**src/rtl/conv_parallel_to_seq.sv**
```systemverilog
// Parallel-to-serial pixel converter: takes p_words-wide beats and emits one pixel per cycle,
// tagging the first pixel of a frame (sof_out) and the last pixel of each image line (eol_out).
module conv_parallel_to_seq #(
  parameter int C_ROW_SIZE = 8,
  parameter int p_dataBits = 8,
  parameter int p_words    = 9
) (
  input  logic                          i_clk,
  input  logic                          i_rst,
  input  logic [p_words*p_dataBits-1:0] data_in,
  input  logic                          valid_in,
  input  logic                          sof_in,
  output logic                          busy_out,
  output logic [p_dataBits-1:0]         data_out,
  output logic                          valid_out,
  output logic                          sof_out,
  output logic                          eol_out,
  input  logic                          busy_in
);

  localparam int IDX_W = $clog2(p_words);
  localparam int COL_W = (C_ROW_SIZE > 1) ? $clog2(C_ROW_SIZE) : 1;
  localparam logic [IDX_W-1:0] LAST_IDX = IDX_W'(p_words - 1);
  localparam logic [COL_W-1:0] LAST_COL = COL_W'(C_ROW_SIZE - 1);

  typedef enum logic {
    ST_IDLE,
    ST_SHIFT
  } state_t;

  state_t                        state_q, state_d;
  logic [IDX_W-1:0]              idx_q, idx_d;
  logic [COL_W-1:0]              col_q, col_d;
  logic                          sof_q, sof_d;
  logic [p_words*p_dataBits-1:0] beat_q, beat_d;
  logic [COL_W-1:0]              col_eff;
  logic                          out_xfer;
  logic                          in_xfer;
  logic [p_dataBits-1:0]         word_arr [p_words];

  generate
    for (genvar gi = 0; gi < p_words; gi++) begin : g_words
      assign word_arr[gi] = beat_q[gi*p_dataBits +: p_dataBits];
    end
  endgenerate

  always_comb begin
    state_d   = state_q;
    idx_d     = idx_q;
    col_d     = col_q;
    sof_d     = sof_q;
    beat_d    = beat_q;
    valid_out = (state_q == ST_SHIFT);
    data_out  = '0;
    sof_out   = 1'b0;
    eol_out   = 1'b0;
    busy_out  = 1'b0;
    col_eff   = col_q;

    if (valid_out) begin
      data_out = word_arr[idx_q];
      sof_out  = sof_q && (idx_q == '0);
      // A frame start forces the line position back to column 0.
      if (sof_out) col_eff = '0;
      eol_out  = (col_eff == LAST_COL);
      busy_out = !((idx_q == LAST_IDX) && !busy_in);
    end
    if (i_rst) busy_out = 1'b1;

    out_xfer = valid_out && !busy_in;
    in_xfer  = valid_in && !busy_out;

    if (out_xfer) begin
      col_d = (col_eff == LAST_COL) ? '0 : col_eff + 1'b1;
      if (idx_q == LAST_IDX) begin
        state_d = ST_IDLE;
        idx_d   = '0;
      end else begin
        idx_d = idx_q + 1'b1;
      end
    end

    // Loading on the last word's transfer keeps the stream bubble-free.
    if (in_xfer) begin
      beat_d  = data_in;
      idx_d   = '0;
      sof_d   = sof_in;
      state_d = ST_SHIFT;
    end
  end

  always_ff @(posedge i_clk) begin
    if (i_rst) begin
      state_q <= ST_IDLE;
      idx_q   <= '0;
      col_q   <= '0;
      sof_q   <= 1'b0;
    end else begin
      state_q <= state_d;
      idx_q   <= idx_d;
      col_q   <= col_d;
      sof_q   <= sof_d;
    end
  end

  always_ff @(posedge i_clk) begin
    beat_q <= beat_d;
  end

endmodule
```
**config.mk**
```make
export PLATFORM = sky130hd
export DESIGN_NAME = conv_parallel_to_seq
export DESIGN_NICKNAME = d
export VERILOG_FILES = /design/src/rtl/conv_parallel_to_seq.sv
export SDC_FILE = /design/constraint.sdc
export NUM_CORES = 1
export LEC_CHECK = 0
export CAP_MARGIN = 15
export CORE_MARGIN = 2
export CORE_UTILIZATION = 40
export DETAILED_ROUTE_END_ITERATION = 10
export GPL_TIMING_DRIVEN = 0
export PLACE_DENSITY = 0.73
export SYNTH_ARGS = -nofsm -noshare
export SYNTH_HDL_FRONTEND = slang
export SYNTH_SLANG_ARGS = --single-unit
```
**constraint.sdc**
```tcl
create_clock -name i_clk -period 5.8 [get_ports i_clk]
set_input_delay 1.16 -clock i_clk [delete_from_list [all_inputs] [get_ports i_clk]]
set_output_delay 1.16 -clock i_clk [all_outputs]
set_load 0.02 [all_outputs]
```
==> results of run 1 <==
cell families after synthesis:
family | count (synthesis) | synth area share [%]
and+or+nand+nor | 37 | 6.02
adders and majority gates | 3 | 1.13
buffers and inverters | 15 | 2.75
AOI/OAI and AO/OA | 36 | 7.37
xor gates and xnor gates | 2 | 0.527
muxes | 26 | 11.8
DFF | 81 | 70.4
final cells by class:
class / count / area share [%]
sequential: 81 / 51.8
timing repair buffer: 89 / 19.9
multi-input combinational: 104 / 19.9
clock buffer: 11 / 2.91
tap: 105 / 2.91
buffer: 10 / 1.60
clock inverter: 5 / 0.553
inverter: 5 / 0.415
sequential cells by signal (all words and copies together), names as in the netlist:
register	flops
beat_q	72
idx_q	4
col_q	3
sof_q	1
valid_out	1
worst reg2reg max path, cell delays in order (launching register included):
cell	delay (ps)
sky130_fd_sc_hd__dfxtp_1	360
sky130_fd_sc_hd__buf_6	180
sky130_fd_sc_hd__buf_6	160
sky130_fd_sc_hd__inv_1	80
sky130_fd_sc_hd__ha_1	160
sky130_fd_sc_hd__nand3b_1	100
sky130_fd_sc_hd__o21ai_0	510
sky130_fd_sc_hd__nand2_1	220
sky130_fd_sc_hd__nor2_4	810
sky130_fd_sc_hd__buf_12	310
where the power goes:
part	switching (mW)	total, mW	internal (mW)	leakage [nW]
clock	0.188	0.340	0.152	0.0866
combinational	0.0435	0.116	0.0722	0.691
sequential	0.00628	0.666	0.659	0.740
total	0.238	1.12	0.884	1.52
metrics by stage:
stage / instance area, µm² / cells / util, % / setup slack [ps]
5_1_grt: 4520 / 410 / 55.6 / 1540
2_1_floorplan: 3330 / 200 / - / 407
3_5_place_dp: 4370 / 394 / 53.7 / 1700
4_1_cts: 4520 / 410 / 55.6 / 1680
3_3_place_gp: 4340 / 393 / 53.3 / -1080
6_report: 4520 / 410 / 55.6 / 1700
placed cells by master, fill, tap and decap left out, types with 2 or more instances in the layout:
cell / instances
sky130_fd_sc_hd__clkdlybuf4s50_1: 88
sky130_fd_sc_hd__edfxtp_1: 72
sky130_fd_sc_hd__mux2i_1: 17
sky130_fd_sc_hd__nand2_1: 15
sky130_fd_sc_hd__clkbuf_8: 9
sky130_fd_sc_hd__dfxtp_1: 9
sky130_fd_sc_hd__mux4_1: 8
sky130_fd_sc_hd__a221oi_1: 8
sky130_fd_sc_hd__o21ai_1: 8
sky130_fd_sc_hd__a21boi_1: 8
sky130_fd_sc_hd__nor2_1: 7
sky130_fd_sc_hd__inv_1: 5
sky130_fd_sc_hd__clkbuf_1: 5
sky130_fd_sc_hd__a21oi_1: 5
sky130_fd_sc_hd__clkinv_2: 5
sky130_fd_sc_hd__and2_1: 4
sky130_fd_sc_hd__o21ai_0: 3
sky130_fd_sc_hd__buf_2: 3
sky130_fd_sc_hd__ha_1: 3
sky130_fd_sc_hd__buf_6: 2
sky130_fd_sc_hd__buf_12: 2
sky130_fd_sc_hd__xnor2_1: 2
per-layer routing:
metal	wire length [µm]	vias to the layer above	track usage, %
met2	3260	75	26.5
met5	0	-	0
li1	-	985	-
met1	2860	979	18.4
met3	455	9	4.74
met4	115	0	5.92
worst paths after layout:
check,from,end,cells after the start
min reg2reg,col_q[1],col_q[1],2
max reg2reg,idx_q[0],beat_q[11],9
max,busy_in,busy_out,4
min,col_q[1],col_q[1],2
==> impl_metrics.ini, run 1 <==
[global_route]
grt_first_pass_wirelength_um = 10300
grt_overflow = 0
antenna_violations_before_repair = 0
grt_start_max_net_pins = 38
first_global_vias = 2146
groute.usage.overall_pct = 15.5

[sta]
rsz0062_at_grt = no
min_period_over_period_pct = 70.7
finalHoldWorstSlack_ps = 534
worstMarginPinSlew_ps = 1030
setup-violations-final = 0
relSlewSlack_pct = 31.3
max_clock_freq_mhz = 244
report.final.slew_viol_count = 0
timing.final.hold_violations = 0
timing.final.crit_period_ps = 4100
final.setup.tns_ps = 0
final.setup_skew_ps = 9.24

[synth]
synth.top_cells.by_area = sky130_fd_sc_hd__edfxtp_1, sky130_fd_sc_hd__mux4_1, sky130_fd_sc_hd__dfxtp_1
syn_area_um2 = 3330
synthesis.area_per_instance_um2 = 16.6
netlist.top_cell.by_area = sky130_fd_sc_hd__edfxtp_1
synthesis.nets = 280
synth_largest_type_area_fraction_pct = 65.0
cell_with_the_most_instances_after_synthesis = sky130_fd_sc_hd__edfxtp_1
synth.yosys.warnings = 0
fraction_of_the_yosys_area_taken_by_sequential_cells_pct = 70.4
yosys_most_used_dff = sky130_fd_sc_hd__edfxtp_1
postSynth.asyncResetShare_pct = 0
synth_seq_cells = 81
post_synth_num_cell_types = 35
cells_after_synthesis = 200
number_of_enable_flip_flop_cells_after_synthesis = 72
synth.top_cells.by_count = sky130_fd_sc_hd__edfxtp_1, sky130_fd_sc_hd__mux2i_1, sky130_fd_sc_hd__nand2_1

[die]
row_count = 33
die_w_um = 95.2
die_h_um = 95.2
io_pins = 89
floorplan_core_area_um2 = 8130
die_area_um2 = 9060
floorplan.initialDensity_pct = 40.9

[critical_path]
crit_family = buffers and inverters
worst-endpoint-required_ps = 4640
critical_path.most_common_cell = sky130_fd_sc_hd__clkdlybuf4s50_1
critPathArrivalTime_ps = 2940
critical_path.cell_chain = clkdlybuf4s50_1 > o21ai_0 > nand2_1 > clkdlybuf4s50_1
critPathSlowestCell = sky130_fd_sc_hd__clkdlybuf4s50_1
worst-path-buf-inv = 2
category_of_the_worst_setup_path_launch_point = primary input
critPathCaptureType = output pin
path_max_fanout = 6
worst_reg_to_reg_setup_slack_ps = 2580
max_stage_delay_ps = 580
timing_worst_setup_path_type = primary input to output pin

[clock_tree]
cts_max_level = 3
cts-buffers-inserted = 9
insertion_delay_ps = 340
ctsResizeCount = 0
ctsRootBufferMaster = sky130_fd_sc_hd__clkbuf_8
clk_pin_slew_worst_paths_ps = 70
hold_buffers = 0
tritoncts_clock_tree = built
cts.repair_timing.setup_buffer_count = 0
cts_sinks = 81
ctsLongestPathBuffers = 2

[finish]
final_layout_size_suffix_gt1_share_pct = 9.18
n_antenna_cell = 0
filler_cell_count = 691
area.sequential_um2 = 2340
num-nets-final = 380
flow.area_growth_from_synthesis_pct = 36.0
multiInputGateArea_um2 = 900

[run]
max_cap_violations = 0

[placed_design]
hpwl_dp_um = 4830
place.gp.congestion = 0.734
port_buffers = 88

[detailed_routing]
routed_via_density = 5.00
detail_route.wl_per_cell_um = 16.3
via_count = 2048
drtIter0Drc = 61
route.detailed.drc = 0
firstDrtPassIters = 4
postRouteWirelength_um = 6690
number_of_nets_still_failing_antenna_checks_after_routing = 0

[power]
totalPowerFinal_mw = 1.12
standby_leakage_power_nw = 1.52
power.density_cell_area_nw_per_um2 = 248
vdd_drop_max_mv = 0.123

[outcome]
status = completed

[worst_hold_path]
worstHoldPathType = flip-flop to flip-flop
No activity file was read; power rests on OpenSTA's default activity.
==> run 2, diff against run 1 <==
Clock period 5.8 ns to 3.95 ns, I/O delays scaled along.
==> impl_metrics.ini, run 2 (synthesis results as in run 1) <==
[critical_path]
critPathCaptureType = output pin
critical_path.cell_chain = buf_6 > buf_6 > inv_1 > ha_1 > nand3b_1 > o21ai_0 > nand2_1 > clkdlybuf4s50_1
worst_reg_to_reg_setup_slack_ps = 720
rr_worst_depth = 9
timing_worst_setup_path_type = flip-flop to output pin
worst-endpoint-required_ps = 3160
category_of_the_worst_setup_path_launch_point = flip-flop
critPathSlowestCell = sky130_fd_sc_hd__clkdlybuf4s50_1
crit-reg2reg-capture = beat_q[20]
worstReg2RegStart = idx_q[0]
path_max_fanout = 10
critical_path.startpoint = idx_q[0]
max_stage_delay_ps = 580
critPathArrivalTime_ps = 2710
critical_path.most_common_cell = sky130_fd_sc_hd__buf_6

[sta]
min_period_over_period_pct = 88.6
setup-violations-final = 0
rsz0062_at_grt = no
timing.final.hold_violations = 0
max_clock_freq_mhz = 286
worstMarginPinSlew_ps = 1020
relSlewSlack_pct = 32.2
final.setup_skew_ps = 8.55
timing.final.crit_period_ps = 3500
finalHoldWorstSlack_ps = 527
report.final.slew_viol_count = 0

[die]
floorplan.initialDensity_pct = 40.9
row_count = 33
die_h_um = 95.2
floorplan_core_area_um2 = 8130
die_area_um2 = 9060
io_pins = 89
die_w_um = 95.2

[power]
power.density_cell_area_nw_per_um2 = 414
vdd_drop_max_mv = 0.196
standby_leakage_power_nw = 1.56

[finish]
register_with_the_most_flip_flops = beat_q
filler_cell_count = 656
n_antenna_cell = 0
largest_registers = beat_q (72), idx_q (4), col_q (3)
num-nets-final = 380
final_layout_size_suffix_gt1_share_pct = 9.18
final_cell_count_no_fill = 410
flow.area_growth_from_synthesis_pct = 39.0
leading_cell_types_in_the_layout_fill_and_taps_excluded = sky130_fd_sc_hd__clkdlybuf4s50_1, sky130_fd_sc_hd__edfxtp_1, sky130_fd_sc_hd__mux2i_1
layout_commonest_cell = sky130_fd_sc_hd__clkdlybuf4s50_1
number_of_flip_flops_in_the_largest_register = 72

[detailed_routing]
route.detailed.drc = 0
postRouteWirelength_um = 6760
number_of_nets_still_failing_antenna_checks_after_routing = 0
detail_route.wl_per_cell_um = 16.5
routed_via_density = 5.07
drtIter0Drc = 95
via_count = 2080
firstDrtPassIters = 4

[global_route]
grt_first_pass_wirelength_um = 10400
grt_overflow = 0
antenna_violations_before_repair = 0
busiest_layer = met2
first_global_vias = 2130
grt_start_max_net_pins = 39
grt.met2_usage_pct = 25.9
grt.met1_usage_pct = 19.2
grt_use_met3_pct = 5.30
groute.usage.overall_pct = 15.6

[clock_tree]
ctsLongestPathBuffers = 2
cts-buffers-inserted = 9
tritoncts_clock_tree = built
ctsRootBufferMaster = sky130_fd_sc_hd__clkbuf_8
hold_buffers = 0
insertion_delay_ps = 340
cts_max_level = 3
cts_sinks = 81
cts.repair_timing.setup_buffer_count = 0
clk_pin_slew_worst_paths_ps = 80
ctsResizeCount = 0

[outcome]
status = completed

[worst_hold_path]
worst_hold_path.num_cells = 2
holdPathEnd = col_q[1]
worstHoldPathType = flip-flop to flip-flop
min_from = col_q[1]

[placed_design]
hpwl_dp_um = 4800
port_buffers = 88
place.gp.congestion = 0.737
place_inst = 394

[run]
max_cap_violations = 0
run 2: cell count changes in the layout (fill, tap and decap cells not counted):
cell	before	now
sky130_fd_sc_hd__clkbuf_1	5	3
sky130_fd_sc_hd__bufinv_16	0	4
sky130_fd_sc_hd__clkinv_1	0	2
sky130_fd_sc_hd__clkinv_2	5	1
run 2: how the worst max path moves through the flow:
stage	endpoint	slack, ps
finish	busy_out	450
global route	busy_out	290
CTS	busy_out	430
detailed placement	beat_q[67]	440
global placement	beat_q[67]	-980
floorplan	beat_q[0]	30
run 2: worst max-delay path, delay by kind of cell, from the launching register on:
kind | cells | cell delay [ps]
buffers and inverters | 4 | 1010
AOI/OAI and AO/OA | 1 | 510
DFF | 1 | 360
and+or+nand+nor | 2 | 320
adders and majority gates | 1 | 170
run 2: layer usage:
layer	routed length [µm]	vias up
li1	-	984
met1	2830	1004
met2	3360	86
met3	472	6
met4	106	0
met5	0	-
run 2: layout make-up:
class / count / area [µm²] / share of cell area, %
Sequential cell: 81 / 2340 / 50.7
Timing Repair Buffer: 89 / 901 / 19.5
Multi-Input combinational cell: 104 / 900 / 19.5
Clock inverter: 7 / 133 / 2.87
Tap cell: 105 / 131 / 2.84
Clock buffer: 9 / 124 / 2.68
Buffer: 10 / 72.6 / 1.57
Inverter: 5 / 18.8 / 0.406
run 2: through the flow:
| step | power (mW) | cell area (µm²) | TNS, ps | utilization, % | setup WS (ps) |
|---|---|---|---|---|---|
| CTS | 1.93 | 4620 | 0 | 56.8 | 431 |
| finish | 1.91 | 4620 | 0 | 56.8 | 450 |
| global placement | 1.16 | 4340 | -70290 | 53.4 | -978 |
| detailed placement | 1.17 | 4370 | 0 | 53.7 | 438 |
| global route | 1.98 | 4620 | 0 | 56.8 | 290 |
| floorplan | 1.06 | 3330 | 0 | - | 26.0 |
run 2: where the power goes:
part / switching (mW) / total (mW) / internal (mW) / leakage [nW]
sequential: 0.00928 / 0.977 / 0.968 / 0.740
clock: 0.287 / 0.766 / 0.479 / 0.128
combinational: 0.0650 / 0.171 / 0.106 / 0.691
